<file path="config.mk">
export PLATFORM = sky130hd
export DESIGN_NAME = iq_remodulator_flat
export DESIGN_NICKNAME = d
export VERILOG_FILES = /design/src/rtl/iq_remodulator_if.sv /design/src/rtl/iq_remodulator.sv /design/src/flat_wrapper.sv
export SDC_FILE = /design/constraint.sdc
export NUM_CORES = 1
export LEC_CHECK = 0
export BUFFER_PORTS_ARGS = -buffer_cell sky130_fd_sc_hd__buf_2
export CAP_MARGIN = 20
export CELL_PAD_IN_SITES_DETAIL_PLACEMENT = 1
export CELL_PAD_IN_SITES_GLOBAL_PLACEMENT = 1
export CORE_ASPECT_RATIO = 1.4
export CORE_MARGIN = 2
export CORE_UTILIZATION = 35
export CTS_CLUSTER_DIAMETER = 100
export DETAILED_ROUTE_END_ITERATION = 16
export GPL_TIMING_DRIVEN = 0
export PLACE_DENSITY = 0.58
export SETUP_SLACK_MARGIN = 0.4
export SYNTH_ARGS = -nofsm -noshare
export SYNTH_HDL_FRONTEND = slang
export SYNTH_SLANG_ARGS = --single-unit
</file>
<file path="constraint.sdc">
create_clock -name clk_i -period 8.03 [get_ports clk_i]
set_input_delay 0 -clock clk_i [delete_from_list [all_inputs] [get_ports clk_i]]
set_output_delay 0 -clock clk_i [all_outputs]
set_load 0.1 [all_outputs]
</file>
<file path="src/rtl/iq_remodulator_if.sv">
// I/Q input stream and RF output stream of the IQ re-modulator.
// slave: the re-modulator's view of the bus. master: the source/sink view.
interface iq_remodulator_if #(
    parameter int unsigned Data_bits = 10
);
    logic signed [Data_bits-1:0] I_data_in;
    logic signed [Data_bits-1:0] Q_data_in;
    logic                        iq_valid_i;
    logic                        iq_last_i;
    logic                        iq_ready_o;
    logic                        phase_sync_i;
    logic signed [Data_bits-1:0] rf_data_o;
    logic                        rf_valid_o;
    logic                        rf_last_o;
    logic                        rf_ready_i;

    modport slave (
        input  I_data_in, Q_data_in, iq_valid_i, iq_last_i, phase_sync_i, rf_ready_i,
        output iq_ready_o, rf_data_o, rf_valid_o, rf_last_o
    );

    modport master (
        output I_data_in, Q_data_in, iq_valid_i, iq_last_i, phase_sync_i, rf_ready_i,
        input  iq_ready_o, rf_data_o, rf_valid_o, rf_last_o
    );
endinterface

</file>
<file path="src/rtl/iq_remodulator.sv">
// Re-modulates baseband I/Q pairs to real RF at fs = 4*fc: rf = I*cos[k] + Q*sin[k].
// Define REMOD_SATURATE_EN to saturate the output (and add sat_flag_o) instead of wrapping.
module iq_remodulator #(
    parameter real         Freq_carrier  = 5e6,
    parameter real         Freq_sampling = 20e6,
    parameter int unsigned Data_bits     = 10,
    parameter int unsigned Coeff_bits    = 16
) (
    input  logic clk_i,
    input  logic rst_ni,
`ifdef REMOD_SATURATE_EN
    output logic sat_flag_o,
`endif
    iq_remodulator_if.slave bus
);

    localparam int unsigned PROD_W = Data_bits + Coeff_bits;
    localparam int unsigned SUM_W  = PROD_W + 1;

    localparam logic signed [Coeff_bits-1:0] C_MAX = {1'b0, {(Coeff_bits-1){1'b1}}};
    localparam logic signed [Coeff_bits-1:0] C_MIN = {1'b1, {(Coeff_bits-1){1'b0}}};

    if (Freq_sampling != 4.0 * Freq_carrier) begin : g_bad_ratio
        $error("iq_remodulator: only Freq_sampling/Freq_carrier = 4 is supported");
    end

    logic [1:0]                   phase_q;
    logic [1:0]                   eff_phase_c;
    logic signed [Coeff_bits-1:0] cos_c;
    logic signed [Coeff_bits-1:0] sin_c;
    logic signed [PROD_W-1:0]     p_i_c;
    logic signed [PROD_W-1:0]     p_q_c;
    logic signed [PROD_W-1:0]     p_i_q;
    logic signed [PROD_W-1:0]     p_q_q;
    logic                         s1_valid_q;
    logic                         s1_last_q;
    logic signed [SUM_W-1:0]      sum_c;
    logic signed [Data_bits-1:0]  rf_next_c;
    logic                         accept_c;
    logic                         s2_free_c;
    logic                         s1_adv_c;

    // Handshake and pipeline flow control
    assign s2_free_c      = !bus.rf_valid_o || bus.rf_ready_i;
    assign s1_adv_c       = s1_valid_q && s2_free_c;
    assign bus.iq_ready_o = !s1_valid_q || s2_free_c;
    assign accept_c       = bus.iq_valid_i && bus.iq_ready_o;

    // Coefficient lookup at the effective phase, then the two products
    always_comb begin
        eff_phase_c = bus.phase_sync_i ? 2'd0 : phase_q;
        cos_c       = '0;
        sin_c       = '0;
        case (eff_phase_c)
            2'd0: cos_c = C_MAX;
            2'd1: sin_c = C_MIN;
            2'd2: cos_c = C_MIN;
            2'd3: sin_c = C_MAX;
            default: ;
        endcase
        p_i_c = PROD_W'(bus.I_data_in) * PROD_W'(cos_c);
        p_q_c = PROD_W'(bus.Q_data_in) * PROD_W'(sin_c);
    end

    assign sum_c = SUM_W'(p_i_q) + SUM_W'(p_q_q);

`ifdef REMOD_SATURATE_EN
    localparam logic signed [SUM_W-1:0] SAT_MAX = SUM_W'(2 ** (Data_bits - 1) - 1);
    localparam logic signed [SUM_W-1:0] SAT_MIN = ~SAT_MAX;

    logic signed [SUM_W-1:0] shifted_c;
    logic                    clamp_c;

    always_comb begin
        shifted_c = sum_c >>> (Coeff_bits - 1);
        clamp_c   = 1'b0;
        rf_next_c = Data_bits'(shifted_c);
        if (shifted_c > SAT_MAX) begin
            rf_next_c = Data_bits'(SAT_MAX);
            clamp_c   = 1'b1;
        end else if (shifted_c < SAT_MIN) begin
            rf_next_c = Data_bits'(SAT_MIN);
            clamp_c   = 1'b1;
        end
    end

    // Sticky: only a reset clears it
    always_ff @(posedge clk_i or negedge rst_ni) begin
        if (!rst_ni) begin
            sat_flag_o <= 1'b0;
        end else if (s1_adv_c && clamp_c) begin
            sat_flag_o <= 1'b1;
        end
    end
`else
    assign rf_next_c = Data_bits'(sum_c >>> (Coeff_bits - 1));
`endif

    // Phase counter: advances only on accepted pairs, restarts after a line end
    always_ff @(posedge clk_i or negedge rst_ni) begin
        if (!rst_ni) begin
            phase_q <= 2'd0;
        end else if (accept_c) begin
            phase_q <= bus.iq_last_i ? 2'd0 : eff_phase_c + 2'd1;
        end else if (bus.phase_sync_i) begin
            phase_q <= 2'd0;
        end
    end

    // Stage 1: products
    always_ff @(posedge clk_i or negedge rst_ni) begin
        if (!rst_ni) begin
            s1_valid_q <= 1'b0;
            s1_last_q  <= 1'b0;
            p_i_q      <= '0;
            p_q_q      <= '0;
        end else if (accept_c) begin
            s1_valid_q <= 1'b1;
            s1_last_q  <= bus.iq_last_i;
            p_i_q      <= p_i_c;
            p_q_q      <= p_q_c;
        end else if (s1_adv_c) begin
            s1_valid_q <= 1'b0;
        end
    end

    // Stage 2: sum, scale, reduce; data holds while stalled
    always_ff @(posedge clk_i or negedge rst_ni) begin
        if (!rst_ni) begin
            bus.rf_valid_o <= 1'b0;
            bus.rf_last_o  <= 1'b0;
            bus.rf_data_o  <= '0;
        end else if (s1_adv_c) begin
            bus.rf_valid_o <= 1'b1;
            bus.rf_last_o  <= s1_last_q;
            bus.rf_data_o  <= rf_next_c;
        end else if (s2_free_c) begin
            bus.rf_valid_o <= 1'b0;
        end
    end

endmodule

</file>
<file path="src/flat_wrapper.sv">
// flat-port wrapper written by rule: the top's interface ports become plain ports
module iq_remodulator_flat 
#(
    parameter real         Freq_carrier  = 5e6,
    parameter real         Freq_sampling = 20e6,
    parameter int unsigned Data_bits     = 10,
    parameter int unsigned Coeff_bits    = 16
)
  (clk_i, rst_ni, bus_I_data_in, bus_Q_data_in, bus_iq_valid_i, bus_iq_last_i, bus_phase_sync_i, bus_rf_ready_i, bus_iq_ready_o, bus_rf_data_o, bus_rf_valid_o, bus_rf_last_o);
  iq_remodulator_if #(.Data_bits(Data_bits)) bus_i ();
  input  logic clk_i;
  input  logic rst_ni;
  input wire logic [$bits(bus_i.I_data_in)-1:0] bus_I_data_in;
  input wire logic [$bits(bus_i.Q_data_in)-1:0] bus_Q_data_in;
  input wire logic [$bits(bus_i.iq_valid_i)-1:0] bus_iq_valid_i;
  input wire logic [$bits(bus_i.iq_last_i)-1:0] bus_iq_last_i;
  input wire logic [$bits(bus_i.phase_sync_i)-1:0] bus_phase_sync_i;
  input wire logic [$bits(bus_i.rf_ready_i)-1:0] bus_rf_ready_i;
  output wire logic [$bits(bus_i.iq_ready_o)-1:0] bus_iq_ready_o;
  output wire logic [$bits(bus_i.rf_data_o)-1:0] bus_rf_data_o;
  output wire logic [$bits(bus_i.rf_valid_o)-1:0] bus_rf_valid_o;
  output wire logic [$bits(bus_i.rf_last_o)-1:0] bus_rf_last_o;
  assign bus_i.I_data_in = bus_I_data_in;
  assign bus_i.Q_data_in = bus_Q_data_in;
  assign bus_i.iq_valid_i = bus_iq_valid_i;
  assign bus_i.iq_last_i = bus_iq_last_i;
  assign bus_i.phase_sync_i = bus_phase_sync_i;
  assign bus_i.rf_ready_i = bus_rf_ready_i;
  assign bus_iq_ready_o = bus_i.iq_ready_o;
  assign bus_rf_data_o = bus_i.rf_data_o;
  assign bus_rf_valid_o = bus_i.rf_valid_o;
  assign bus_rf_last_o = bus_i.rf_last_o;
  iq_remodulator #(.Freq_carrier(Freq_carrier), .Freq_sampling(Freq_sampling), .Data_bits(Data_bits), .Coeff_bits(Coeff_bits)) u_core (.clk_i(clk_i), .rst_ni(rst_ni), .bus(bus_i));
endmodule
</file>
## After elaboration in Yosys (flattened, before gate mapping)

Index checks and enable logic that the tools add are counted.

- Logic and storage cells: 33
- Output and inout bits: 13
- Register bits after elaboration: 66
- Bits of input ports: 26

- Eq/ne operators: 3
- $add $sub $neg: 2
- Reductions and logical operators: 9
- $mul: 2
- Multiplexer cells: 9

Operators with widths:

| operator | count |
|---|---|
| $pmux W16 S2 | 2 |
| $mul A10 B16 Y25 | 2 |
| $add A25 B25 Y25 | 1 |
| $mux W2 | 3 |
| $eq A2 B2 Y1 const B | 2 |
| $mux W1 | 4 |
| $reduce_bool A2 Y1 | 2 |
| $add A2 B1 Y2 const B | 1 |
| $eq A2 B1 Y1 const B | 1 |
| $logic_and A1 B1 Y1 | 2 |
| $logic_not A1 Y1 | 2 |
| $logic_not A2 Y1 | 1 |
| $logic_or A1 B1 Y1 | 2 |

## Depth between registers and ports, before layout

- Word-level depth: 5
- Depth in mapped cells: 25
- Mapped depth without buffers: 23

## Least setup slack after synthesis

No wires, ideal clock.

- Path kind: flip-flop to flip-flop
- Start point: register u_core.phase_q[1]
- End point: register u_core.p_q_q[24]
- Clock period less this slack: 6.029 ns
- Setup slack: 2.001 ns
- Cell stages (with the launch flop): 23
- Library setup time: 0.123 ns
- Data required time: 7.907 ns
- Path buffers: 2
- Arrival time: 5.906 ns
- Cells stage by stage: dfrtp_1 > nor2b_1 > clkbuf_1 > and2_1 > clkbuf_1 > nand2_1 > fa_1 > inv_1 > fa_1 > fa_1 > fa_1 > inv_1 > fa_1 > inv_1 > ha_1 > nand4_1 > nor4_2 > nor3_2 > a311oi_2 > nor3_1 > o41ai_2 > xnor2_1 > o21ai_1

- Word-level cells in the longest chain between the ends: 4
- Elaborated cells between the ends (all ways): 5
- Those cells by class: 1 x mul; 2 x eq/ne; 2 x mux

Ends and longest elaborated chain:

| element | line | source |
|---|---|---|
| from (decl) | iq_remodulator.sv:27 | `logic [1:0] phase_q;` |
| from (signal assigned) | iq_remodulator.sv:104 | `phase_q <= bus.iq_last_i ? 2'd0 : eff_phase_c + 2'd1;` |
| $mux W2 (*) | iq_remodulator.sv:51 | `eff_phase_c = bus.phase_sync_i ? 2'd0 : phase_q;` |
| $eq A2 B2 Y1 / $eq A2 B1 Y1 (equally long branches) | iq_remodulator.sv:54 | `case (eff_phase_c)` |
| $pmux W16 S2 (*) | iq_remodulator.sv:54 |  |
| $mul A10 B16 Y25 (*) | iq_remodulator.sv:62 | `p_q_c = PROD_W'(bus.Q_data_in) * PROD_W'(sin_c);` |
| to (signal assigned) | iq_remodulator.sv:121 | `p_q_q <= p_q_c;` |
| to (decl) | iq_remodulator.sv:34 | `logic signed [PROD_W-1:0] p_q_q;` |

Every way passes the cells marked *; elsewhere a longest branch is shown, timed or not.
A chain may end at the register's enable or synchronous reset.

## Worst setup path in the final report

Ends and elaborated chain as after synthesis.

==> results.toml <==
[sta]
period_minus_slack_ns = 6.90
worst_pin_slew_ns = 0.751
finalHoldViolations = 0
fin_setup_tns_ns = 0
max_freq_mhz = 145
maxSlewHeadroom_pct = 48.6
clock_skew_ns = 0.00892
grt_setup_unrepaired = "false"
slew_violations = 0
fin_ws_ns = 1.13
setup_violations = 0
fin_crit_sh_pct = 86.0

[floorplan]
dieArea_um2 = 30700
io_pins = 39
initial_core_util_pct = 35.3
core_um2 = 29100
die_w_um = 149
die_h_um = 207
placementRows = 74

[yosys]
synthTopCellsByArea = "fa_1, ha_1, dfrtp_1"
syn_area_um2 = 10300
syn_avg_cell_area_um2 = 9.22
postSynthCellCount = 1113
yosys_warnings = 0
synthTopCellsByCount = "inv_1, ha_1, fa_1, nand2_1, dfrtp_1"
async_reset_ff_share_pct = 100
synth_nets = 1418
yosysMostFrequentCell = "inv_1"
yosysSeqAreaShare_pct = 16.1
yosys.area.top_type_share_pct = 26.3
synth-seq-cells = 66
ys.flop_type = "dfrtp_1"
synth_top_cell_by_area = "fa_1"
synth_edf_count = 0
yosysUniqueCellTypes = 61

[global_route]
grt_pass1_wl_mm = 40.6
grt_overflow = 0
grt_util_all_layers_pct = 16.6
grt_max_degree = 67
antenna_found_initial = 1
grt_pass1_vias = 8108

[placement]
place_hpwl_mm = 21.5
post-place-ws_ns = 0.741
port-buffer-count = 38
place_congestion = 0.788

[critical_path]
required_ns = 8.25
regToRegStartpoint = "u_core.phase_q[1]$_DFF_PN0_"
worstSetupStartpointType = "flip-flop"
end_kind = "flip-flop"
worstPathMaxFanout = 9
crit_arrival_ns = 7.12
rr_endpoint = "u_core.p_q_q[24]$_DFFE_PN0P_"
reg2reg_slack_ns = 1.13
path_class = "reg2reg"
reg2reg_depth = 22

[detailed_routing]
drtIter0Drc = 197
wl_per_cell_um = 15.6
postRouteAntennaNets = 0
dr.pass1.iters = 4
route.detailed.drc = 0
viasPerCell = 4.82
wirelength_mm = 24.2
routed-via-count = 7477

[final_layout]
multiInputGateArea_um2 = 7610
areaGrowthSynthToFinish_pct = 10.1
fin_nets = 1473
num-fill-cells = 3459
antennaDiodeCount = 0
ff_latch_area_um2 = 1650
drive_gt1_share_pct = 7.51

[clocking]
clk_pin_slew_worst_paths_ns = 0.06
cts.htree.levels = 3
clk_latency_ns = 0.34
cts_tree = "yes"
cts.sinks = 66
cts_buffers = 9
cts_root_buffer = "clkbuf_16"
clk_path_buf_depth = 2

[flow_run]
cap_violations = 0

[status]
status = "finished clean"

[hold_path]
min_to = "u_core.phase_q[0]$_DFF_PN0_"
min_from = "bus_phase_sync_i"
hold_path.class = "in2reg"
holdPathStages = 3
## layer usage
layer	wire length (um)	track usage, %
met2	12900	31.3
met3	276	1.56
met5	0	0
met1	10800	20.9
met4	193	2.59
## kinds of logic (layout without fill, tap and decap cells)
kind of cell	count (synthesis)	after routing	share of synthesized area, %
flops	66	66	16.1
fa+ha+maj	279	279	43.9
compound gates	194	194	12.1
xor+xnor	76	76	6.48
mux	13	13	1.41
simple gates	221	221	10.2
buf+inv	264	323	9.80
## cells in the final DEF, fill, tap and decap left out, types with 3 or more instances in the layout
master	instances
dlygate4sd3_1	5
fa_1	135
dfrtp_1	66
nand4_1	6
or3_1	5
clkbuf_1	16
nand3_1	13
mux2_2	12
o21bai_1	7
nand2b_1	5
a21o_1	24
nor2b_1	6
xor2_1	38
o21ai_0	53
a211oi_1	6
ha_1	144
a21oi_1	46
o21ai_1	9
o31ai_1	8
inv_1	244
nor3_1	13
and2_1	9
xnor2_1	38
or2_2	6
clkbuf_16	9
buf_2	37
o21a_1	11
nor2_1	29
nand2_1	105
a31oi_1	5
and3_1	9
nor3b_1	3
## stage by stage
| step | area [um^2] | cells | util, % | hold WS, ns |
|---|---|---|---|---|
| 6_report | 11300 | 1552 | 38.9 | 0.0477 |
| 5_1_grt | 11300 | 1552 | 38.9 | 0.0806 |
| 4_1_cts | 11300 | 1552 | 38.9 | 0.0551 |
| 3_5_place_dp | 11000 | 1532 | 37.7 | 0.0378 |
| 3_3_place_gp | 10900 | 1531 | 37.6 | 0.214 |
| 2_1_floorplan | 10300 | 1113 | - | -0.296 |
## final cells by class
cell class                 instances  area share (%)
sequential                        66            14.6
timing repair buffer              44            2.39
tap                              380            4.20
buffer                            20           0.808
clock buffer                      10            2.11
multi-input combinational        783            67.3
inverter                         244            8.10
clock inverter                     5           0.487
## sequential cells by signal (all words and copies together) (netlist names)
| signal | count |
|---|---|
| u_core.bus.rf_data_o | 10 |
| u_core.bus.rf_last_o | 1 |
| u_core.bus.rf_valid_o | 1 |
| u_core.p_i_q | 25 |
| u_core.p_q_q | 25 |
| u_core.phase_q | 2 |
| u_core.s1_last_q | 1 |
| u_core.s1_valid_q | 1 |
## critical path: stages, from the launching register on
cell and delay, ns:
dfrtp_1 0.32, nor2b_1 0.11, clkbuf_2 0.21, and2_1 0.15, clkbuf_1 0.27, nand2_1 0.21, fa_1 0.68, inv_1 0.15
fa_1 0.59, fa_1 0.61, fa_1 0.52, inv_1 0.05, fa_1 0.53, inv_1 0.04, ha_1 0.38, nand4_1 0.18
nor4_2 0.34, nor3_2 0.15, a311oi_2 0.38, nor3_1 0.13, o41ai_2 0.48, xnor2_1 0.20, o21ai_1 0.07
## repair_timing
item / in CTS / in global routing
setup endpoints to repair: 0 / 1
setup buffers: 0 / 0
endpoints found under the hold margin: 71 / 0
gates resized for setup: 0 / 2
hold buffers: 5 / 0
## worst max-delay path by stage
stage                                     start                           end  slack, ns
detailed placement  u_core.phase_q[1]$_DFF_PN0_  u_core.p_q_q[24]$_DFFE_PN0P_       0.74
CTS                 u_core.phase_q[1]$_DFF_PN0_  u_core.p_q_q[24]$_DFFE_PN0P_       0.75
finish              u_core.phase_q[1]$_DFF_PN0_  u_core.p_q_q[24]$_DFFE_PN0P_       1.13
floorplan           u_core.phase_q[1]$_DFF_PN0_  u_core.p_q_q[24]$_DFFE_PN0P_       2.00
global route        u_core.phase_q[1]$_DFF_PN0_  u_core.p_q_q[24]$_DFFE_PN0P_       0.57
global placement    u_core.phase_q[1]$_DFF_PN0_  u_core.p_q_q[24]$_DFFE_PN0P_       0.84
Power is not shown: default switching activity piles up to over one toggle a cycle in this logic, so the estimate is an artifact.
